File: src/rtl/alu_seq.sv
`default_nettype none
// ============================================================================
//  Module      : alu_seq
//  Description : Registered 6502-style ALU. Binary ops finish in one cycle;
//                decimal ADD/SUB run one BCD digit per cycle behind a
//                start/busy/valid handshake.
//  Revision    : 1.0 - initial release
// ============================================================================
module alu_seq #(
  parameter int WIDTH = 8
) (
  input  logic             clk,
  input  logic             rst,
  input  logic             alu_start,
  input  logic [3:0]       alu_ctrl,
  input  logic [WIDTH-1:0] alu_AI,
  input  logic [WIDTH-1:0] alu_BI,
  input  logic             alu_carry,
  input  logic             alu_BCD,
  output logic             alu_busy,
  output logic             alu_valid,
  output logic [WIDTH-1:0] alu_Y,
  output logic [7:0]       alu_flags
);

  localparam int DIGITS = WIDTH / 4;
  localparam int CW     = $clog2(DIGITS + 1);
  localparam int MSB    = WIDTH - 1;

  localparam logic [3:0] OP_ADD = 4'b0000;
  localparam logic [3:0] OP_OR  = 4'b0001;
  localparam logic [3:0] OP_XOR = 4'b0010;
  localparam logic [3:0] OP_AND = 4'b0011;
  localparam logic [3:0] OP_SR  = 4'b0100;
  localparam logic [3:0] OP_SL  = 4'b0101;
  localparam logic [3:0] OP_SUB = 4'b0110;
  localparam logic [3:0] OP_ROR = 4'b0111;
  localparam logic [3:0] OP_ROL = 4'b1000;

  typedef enum logic [0:0] {
    IDLE    = 1'b0,
    BCD_RUN = 1'b1
  } state_t;

  state_t r_state, w_state_next;

  logic             w_accept, w_is_bcd, w_last;
  logic [WIDTH:0]   w_sum_add, w_sum_sub;
  logic             w_v_add, w_v_sub;
  logic [WIDTH-1:0] w_bin_y;
  logic             w_bin_c, w_bin_v, w_bin_def;
  logic [7:0]       w_bin_flags;

  logic [WIDTH-1:0] r_a_sh, r_b_sh, r_res;
  logic             r_dcarry, r_sub, r_v;
  logic [CW-1:0]    r_cnt;
  logic [3:0]       w_dig;
  logic             w_dig_c;
  logic [WIDTH+3:0] w_res_cat;
  logic [WIDTH-1:0] w_res_next;

  assign w_accept = alu_start && (r_state == IDLE);
  assign w_is_bcd = alu_BCD && ((alu_ctrl == OP_ADD) || (alu_ctrl == OP_SUB));
  assign w_last   = (r_cnt == CW'(DIGITS - 1));

  // Full-width sums shared by binary ADD/SUB and the decimal-mode V flag
  assign w_sum_add = {1'b0, alu_AI} + {1'b0, alu_BI}  + {{WIDTH{1'b0}}, alu_carry};
  assign w_sum_sub = {1'b0, alu_AI} + {1'b0, ~alu_BI} + {{WIDTH{1'b0}}, alu_carry};
  assign w_v_add   = (alu_AI[MSB] == alu_BI[MSB]) && (w_sum_add[MSB] != alu_AI[MSB]);
  assign w_v_sub   = (alu_AI[MSB] != alu_BI[MSB]) && (w_sum_sub[MSB] != alu_AI[MSB]);

  // Single-cycle binary result and carry/overflow selection
  always_comb begin
    w_bin_y   = '0;
    w_bin_c   = 1'b0;
    w_bin_v   = 1'b0;
    w_bin_def = 1'b1;
    case (alu_ctrl)
      OP_ADD: begin w_bin_y = w_sum_add[WIDTH-1:0]; w_bin_c = w_sum_add[WIDTH]; w_bin_v = w_v_add; end
      OP_SUB: begin w_bin_y = w_sum_sub[WIDTH-1:0]; w_bin_c = w_sum_sub[WIDTH]; w_bin_v = w_v_sub; end
      OP_OR:  w_bin_y = alu_AI | alu_BI;
      OP_XOR: w_bin_y = alu_AI ^ alu_BI;
      OP_AND: w_bin_y = alu_AI & alu_BI;
      OP_SR:  begin w_bin_y = {1'b0, alu_AI[MSB:1]};      w_bin_c = alu_AI[0];   end
      OP_SL:  begin w_bin_y = {alu_AI[MSB-1:0], 1'b0};    w_bin_c = alu_AI[MSB]; end
      OP_ROR: begin w_bin_y = {alu_carry, alu_AI[MSB:1]}; w_bin_c = alu_AI[0];   end
      OP_ROL: begin w_bin_y = {alu_AI[MSB-1:0], alu_carry}; w_bin_c = alu_AI[MSB]; end
      default: w_bin_def = 1'b0;
    endcase
    // Undefined opcodes report all-zero flags, including Z
    w_bin_flags = w_bin_def ? {w_bin_y[MSB], w_bin_v, 4'b0000, (w_bin_y == '0), w_bin_c} : 8'h00;
  end

  // One decimal digit step on the low nibble of the shifting operands
  always_comb begin
    logic [4:0] s;
    logic [5:0] d;
    s       = {1'b0, r_a_sh[3:0]} + {1'b0, r_b_sh[3:0]} + {4'b0000, r_dcarry};
    d       = {2'b00, r_a_sh[3:0]} - {2'b00, r_b_sh[3:0]} - {5'b00000, ~r_dcarry};
    w_dig   = 4'h0;
    w_dig_c = 1'b0;
    if (r_sub) begin
      if (d[5]) begin
        d       = d - 6'd6;
        w_dig_c = 1'b0;
      end else begin
        w_dig_c = 1'b1;
      end
      w_dig = d[3:0];
    end else begin
      if (s > 5'd9) begin
        s       = s + 5'd6;
        w_dig_c = 1'b1;
      end else begin
        w_dig_c = 1'b0;
      end
      w_dig = s[3:0];
    end
  end

  // New digit enters at the top; after DIGITS steps it sits in the LSB nibble
  assign w_res_cat  = {w_dig, r_res};
  assign w_res_next = w_res_cat[WIDTH+3:4];

  // State register
  always_ff @(posedge clk) begin
    if (rst) r_state <= IDLE;
    else     r_state <= w_state_next;
  end

  // Next-state logic and busy output
  always_comb begin
    w_state_next = r_state;
    alu_busy     = (r_state == BCD_RUN);
    case (r_state)
      IDLE:    if (w_accept && w_is_bcd) w_state_next = BCD_RUN;
      BCD_RUN: if (w_last) w_state_next = IDLE;
      default: w_state_next = IDLE;
    endcase
  end

  // Operand latching, digit iteration and result/flag registers
  always_ff @(posedge clk) begin
    if (rst) begin
      alu_Y     <= '0;
      alu_flags <= 8'h00;
      alu_valid <= 1'b0;
      r_a_sh    <= '0;
      r_b_sh    <= '0;
      r_res     <= '0;
      r_dcarry  <= 1'b0;
      r_sub     <= 1'b0;
      r_v       <= 1'b0;
      r_cnt     <= '0;
    end else begin
      alu_valid <= 1'b0;
      if (r_state == IDLE) begin
        if (w_accept) begin
          if (w_is_bcd) begin
            r_a_sh   <= alu_AI;
            r_b_sh   <= alu_BI;
            r_res    <= '0;
            r_dcarry <= alu_carry;
            r_sub    <= (alu_ctrl == OP_SUB);
            r_v      <= (alu_ctrl == OP_SUB) ? w_v_sub : w_v_add;
            r_cnt    <= '0;
          end else begin
            alu_Y     <= w_bin_y;
            alu_flags <= w_bin_flags;
            alu_valid <= 1'b1;
          end
        end
      end else begin
        r_a_sh   <= r_a_sh >> 4;
        r_b_sh   <= r_b_sh >> 4;
        r_res    <= w_res_next;
        r_dcarry <= w_dig_c;
        r_cnt    <= r_cnt + CW'(1);
        if (w_last) begin
          alu_Y     <= w_res_next;
          alu_flags <= {w_res_next[MSB], r_v, 4'b0000, (w_res_next == '0), w_dig_c};
          alu_valid <= 1'b1;
        end
      end
    end
  end

endmodule
`default_nettype wire

File: config.mk
export PLATFORM = sky130hd
export DESIGN_NAME = alu_seq
export DESIGN_NICKNAME = d
export VERILOG_FILES = /design/src/rtl/alu_seq.sv
export SDC_FILE = /design/constraint.sdc
export NUM_CORES = 1
export LEC_CHECK = 0
export BUFFER_PORTS_ARGS = -buffer_cell sky130_fd_sc_hd__buf_4
export CELL_PAD_IN_SITES_DETAIL_PLACEMENT = 1
export CELL_PAD_IN_SITES_GLOBAL_PLACEMENT = 2
export CORE_MARGIN = 2
export CORE_UTILIZATION = 31
export DETAILED_ROUTE_END_ITERATION = 8
export GPL_ROUTABILITY_DRIVEN = 0
export GPL_TIMING_DRIVEN = 0
export PLACE_DENSITY = 0.88
export SETUP_SLACK_MARGIN = 0.1
export SLEW_MARGIN = 30
export SYNTH_ARGS = -nofsm -noshare
export SYNTH_HDL_FRONTEND = slang
export SYNTH_SLANG_ARGS = --single-unit
File: constraint.sdc
create_clock -name clk -period 2.9 [get_ports clk]
set_input_delay 0.58 -clock clk [delete_from_list [all_inputs] [get_ports clk]]
set_output_delay 0.58 -clock clk [all_outputs]
set_load 0.005 [all_outputs]
==> flow_metrics.env <==
export IMPL_gr_total_overflow=0
export IMPL_critical_path_cell_list="fa_2 > fa_2 > inv_2 > ha_4 > nor2b_4 > a31o_4 > o21ai_4 > mux2_4 > mux2i_4 > nor4_2 > or3_1"
export IMPL_number_of_core_rows=39
export IMPL_cp_data_arrival_time_ns=3.19
export IMPL_synthDistinctLibCells=67
export IMPL_setup_tns_ns=-0.427
export IMPL_max_freq_ghz=0.330
export IMPL_worst_clock_skew_ns=0.00733
export IMPL_power_density_nw_per_um2=356
export IMPL_yosys_most_used_dff="dfxtp_1"
export IMPL_clock_power_share_pct=32.3
export IMPL_timing_worst_slew_pin_value_ns=0.582
export IMPL_worst_setup_path_startpoint="r_dcarry"
export IMPL_route_final_wire_length_mm=12.1
export IMPL_swShare_pct=31.9
export IMPL_power_sequential_fraction_pct=35.0
export IMPL_outcome="complete, but fails checks"
export IMPL_cts_path_max_buffers=2
export IMPL_final_cell_count_no_fill=674
export IMPL_die_x_um=112
export IMPL_num_vias=3617
export IMPL_worst_path_max_fanout=3
export IMPL_h_tree_depth=2
export IMPL_total_inserted_antenna_cells=0
export IMPL_number_of_antenna_violations_at_the_first_check_in_global_routing=0
export IMPL_clk_pin_slew_worst_paths_ns=0.06
export IMPL_first_pass_iters=4
export IMPL_yosys_area_share_xor_xnor_pct=2.88
export IMPL_drt_iter0_drc=238
export IMPL_post_synthesis_instance_area_um2=3600
export IMPL_final_max_slew_viol_count=0
export IMPL_clock_network_latency_to_the_later_pin_of_the_worst_skew_pair_ns=0.28
export IMPL_design_core_area_um2=11400
export IMPL_grt_start_max_net_pins=12
export IMPL_remaining_drc_errors=0
export IMPL_grt_setup_unrepaired="yes"
export IMPL_finish_net_count=597
export IMPL_place_worst_setup_slack_ns=-0.454
export IMPL_cap_viol_max_count=0
export IMPL_switching_power_uw=513
export IMPL_via_per_inst=5.37
export IMPL_seq_area_frac_synth_pct=21.7
export IMPL_grt_use_total_pct=19.5
export IMPL_synth_area_leaders="dfxtp_1, ha_1, a21oi_1"
export IMPL_synth_compound_area_share_pct=25.0
export IMPL_yosys_area_top_type="dfxtp_1"
export IMPL_lkg_pwr_uw=0.00185
export IMPL_cpPeakStageDelay_ns=0.58
export IMPL_worst_hold_path_endpoint="alu_Y[0]"
export IMPL_syn_to_final_growth_pct=25.5
export IMPL_timing_hold_violations_final=0
export IMPL_reg2reg_slack_ns=-0.13
export IMPL_hpwl_mm=9.68
export IMPL_final_antenna_net_count=0
export IMPL_design_die_area_um2=12500
export IMPL_violated_checks="negative setup slack"
export IMPL_internal_power_uw=1100
export IMPL_power_total_uw=1610
export IMPL_synthesis_yosys_warnings=0
export IMPL_start_util_pct=31.7
export IMPL_reg2reg_from="r_dcarry"
export IMPL_cts_num_sinks=39
export IMPL_holdWs_ns=0.455
export IMPL_critical_path_slowest_cell="fa_2"
export IMPL_postSynthCellCount=471
export IMPL_cp_num_buf_inv=1
export IMPL_syn_area_per_cell_um2=7.65
export IMPL_post_synth_simple_gate_area_pct=21.1
export IMPL_tritoncts="built"
export IMPL_fraction_of_post_synthesis_cell_area_in_the_top_cell_type_by_area_pct=21.7
export IMPL_y_dimension_of_the_die_um=112
export IMPL_io_buffer_count=37
export IMPL_setup_worst_path_end_class="flop"
export IMPL_drt_wirelength_per_cell_um=18.0
export IMPL_hold_path_class="flop to flop"
export IMPL_dominant_combinational_cell_family_by_area_after_synthesis="compound AO/OA/AOI/OAI gates"
export IMPL_muxShareOfSynthArea_pct=4.62
export IMPL_comb_power_share_pct=32.7
export IMPL_hp_start="alu_Y[0]"
export IMPL_dp_cells=654
export IMPL_timing_slew_headroom_pct=61.0
export IMPL_synth_edff_count=0
export IMPL_grt_pass1_wl_mm=19.8
export IMPL_first_global_vias=3868
export IMPL_post_synth_top_count_cell="nand2_1"
export IMPL_cp_required_ns=3.06
export IMPL_path_class="flop to flop"
export IMPL_worstHoldPathCells=2
export IMPL_synth_adder_area_share_pct=16.0
export IMPL_cts_root_buf="clkbuf_16"
export IMPL_netlist_top_cells_count="nand2_1, a21oi_1, nor2_1"
export IMPL_reg2reg_to="alu_flags[1]"
export IMPL_worst_r2r_cell_count=11
export IMPL_number_of_buffers_created_by_cts=5
export IMPL_timing_final_setup_violations=7
export IMPL_fin_crit_sh_pct=105
export IMPL_crit_family="adder cells"
export IMPL_synth_ff_latch_count=39
export IMPL_nature_of_the_critical_path_startpoint="flop"
export IMPL_post_route_cells_drive_above_1_share_pct=24.1
export IMPL_ir_worst_vdd_v=0.000230
export IMPL_post_route_worst_setup_slack_ns=-0.133
export IMPL_ioPinCount=43
export IMPL_path_common_cell="fa_2"
export IMPL_postSynth_asyncResetShare_pct=0
export IMPL_final_min_clock_period_ns=3.03
==> cell type report <==
type                       instances  area (um^2)
fill                            1406         6850
clock buffer                       7          133
multi-input combinational        365         2740
timing repair buffer              49          368
tap                              143          179
clock inverter                     1         5.00
buffer                            32          166
inverter                          38          145
sequential                        39          787
==> logic make-up after synthesis <==
group,count (synthesis)
AO/OA/AOI/OAI,136
XOR/XNOR,11
adder cells (fa/ha/maj),42
buffers and inverters,70
flip-flops,39
multiplexers,15
other,1
AND/OR/NAND/NOR,157
==> power by group through the flow <==
| stage | registers, uW | logic [uW] | clock network (uW) |
|---|---|---|---|
| detailed placement | 576 | 467 | 0 |
| global placement | 575 | 452 | 0 |
| finish | 563 | 527 | 520 |
| floorplan | 575 | 302 | 0 |
| CTS | 565 | 509 | 528 |
| global route | 566 | 577 | 554 |
==> layer usage <==
metal	part of all wire [%]	track usage [%]
met1	43	23.8
met2	52	37.0
met3	3.1	1.85
met4	1.5	4.12
met5	0	0
==> metrics by stage <==
step	cell area, um^2	util, %
finish	4520	39.8
global route	4520	39.8
CTS	4450	39.1
detailed placement	4100	36.1
global placement	4100	36.1
floorplan	3640	-
==> cells in the final DEF, fill, tap and decap left out, types with 4 or more instances in the layout <==
cell type   n
inv_1      33
mux2i_1     8
o21ai_0    16
a31oi_1     4
o211ai_1    4
a221oi_1    5
nor3_1     10
buf_2      13
conb_1      4
fa_2        5
nand2b_1   10
clkbuf_16   5
xnor2_1     5
a211oi_1    4
a22oi_1    11
nor2_1     39
a21oi_1    49
dfxtp_1    36
clkbuf_1   13
o22ai_1     4
nand2_1    58
inv_2       4
nor2b_1    11
or3_1       5
buf_4      55
o21a_1      4
ha_1       31
==> worst min-delay path, stage by stage (launching register included) <==
cell and delay, ns:
dfxtp_1 0.31, nand2_1 0.05, a21oi_1 0.05
==> what timing repair did <==
item	CTS	global route
setup endpoints to repair	9	12
gates resized for setup	27	13
hold buffers	0	0
endpoints found under the hold margin	0	0
pin swaps	12	8
buffers inserted	9	3
==> flip-flops by register name, indices dropped and copies added, names as in the netlist <==
name       count
r_b_sh         8
r_sub          1
r_dcarry       1
alu_busy       1
alu_valid      1
r_res          4
alu_flags      4
r_a_sh         8
alu_Y          8
r_cnt          2
r_v            1
==> how the worst max path moves through the flow <==
stage	to	slack, ns	depth (start not counted)
5_1_grt	alu_flags[1]	-0.26	13
3_3_place_gp	alu_flags[1]	-0.34	13
2_1_floorplan	alu_flags[1]	-0.05	11
3_5_place_dp	alu_flags[1]	-0.45	13
4_1_cts	alu_flags[1]	-0.17	11
6_report	alu_flags[1]	-0.13	11
Note: power is estimated with default switching activity, not from simulation.
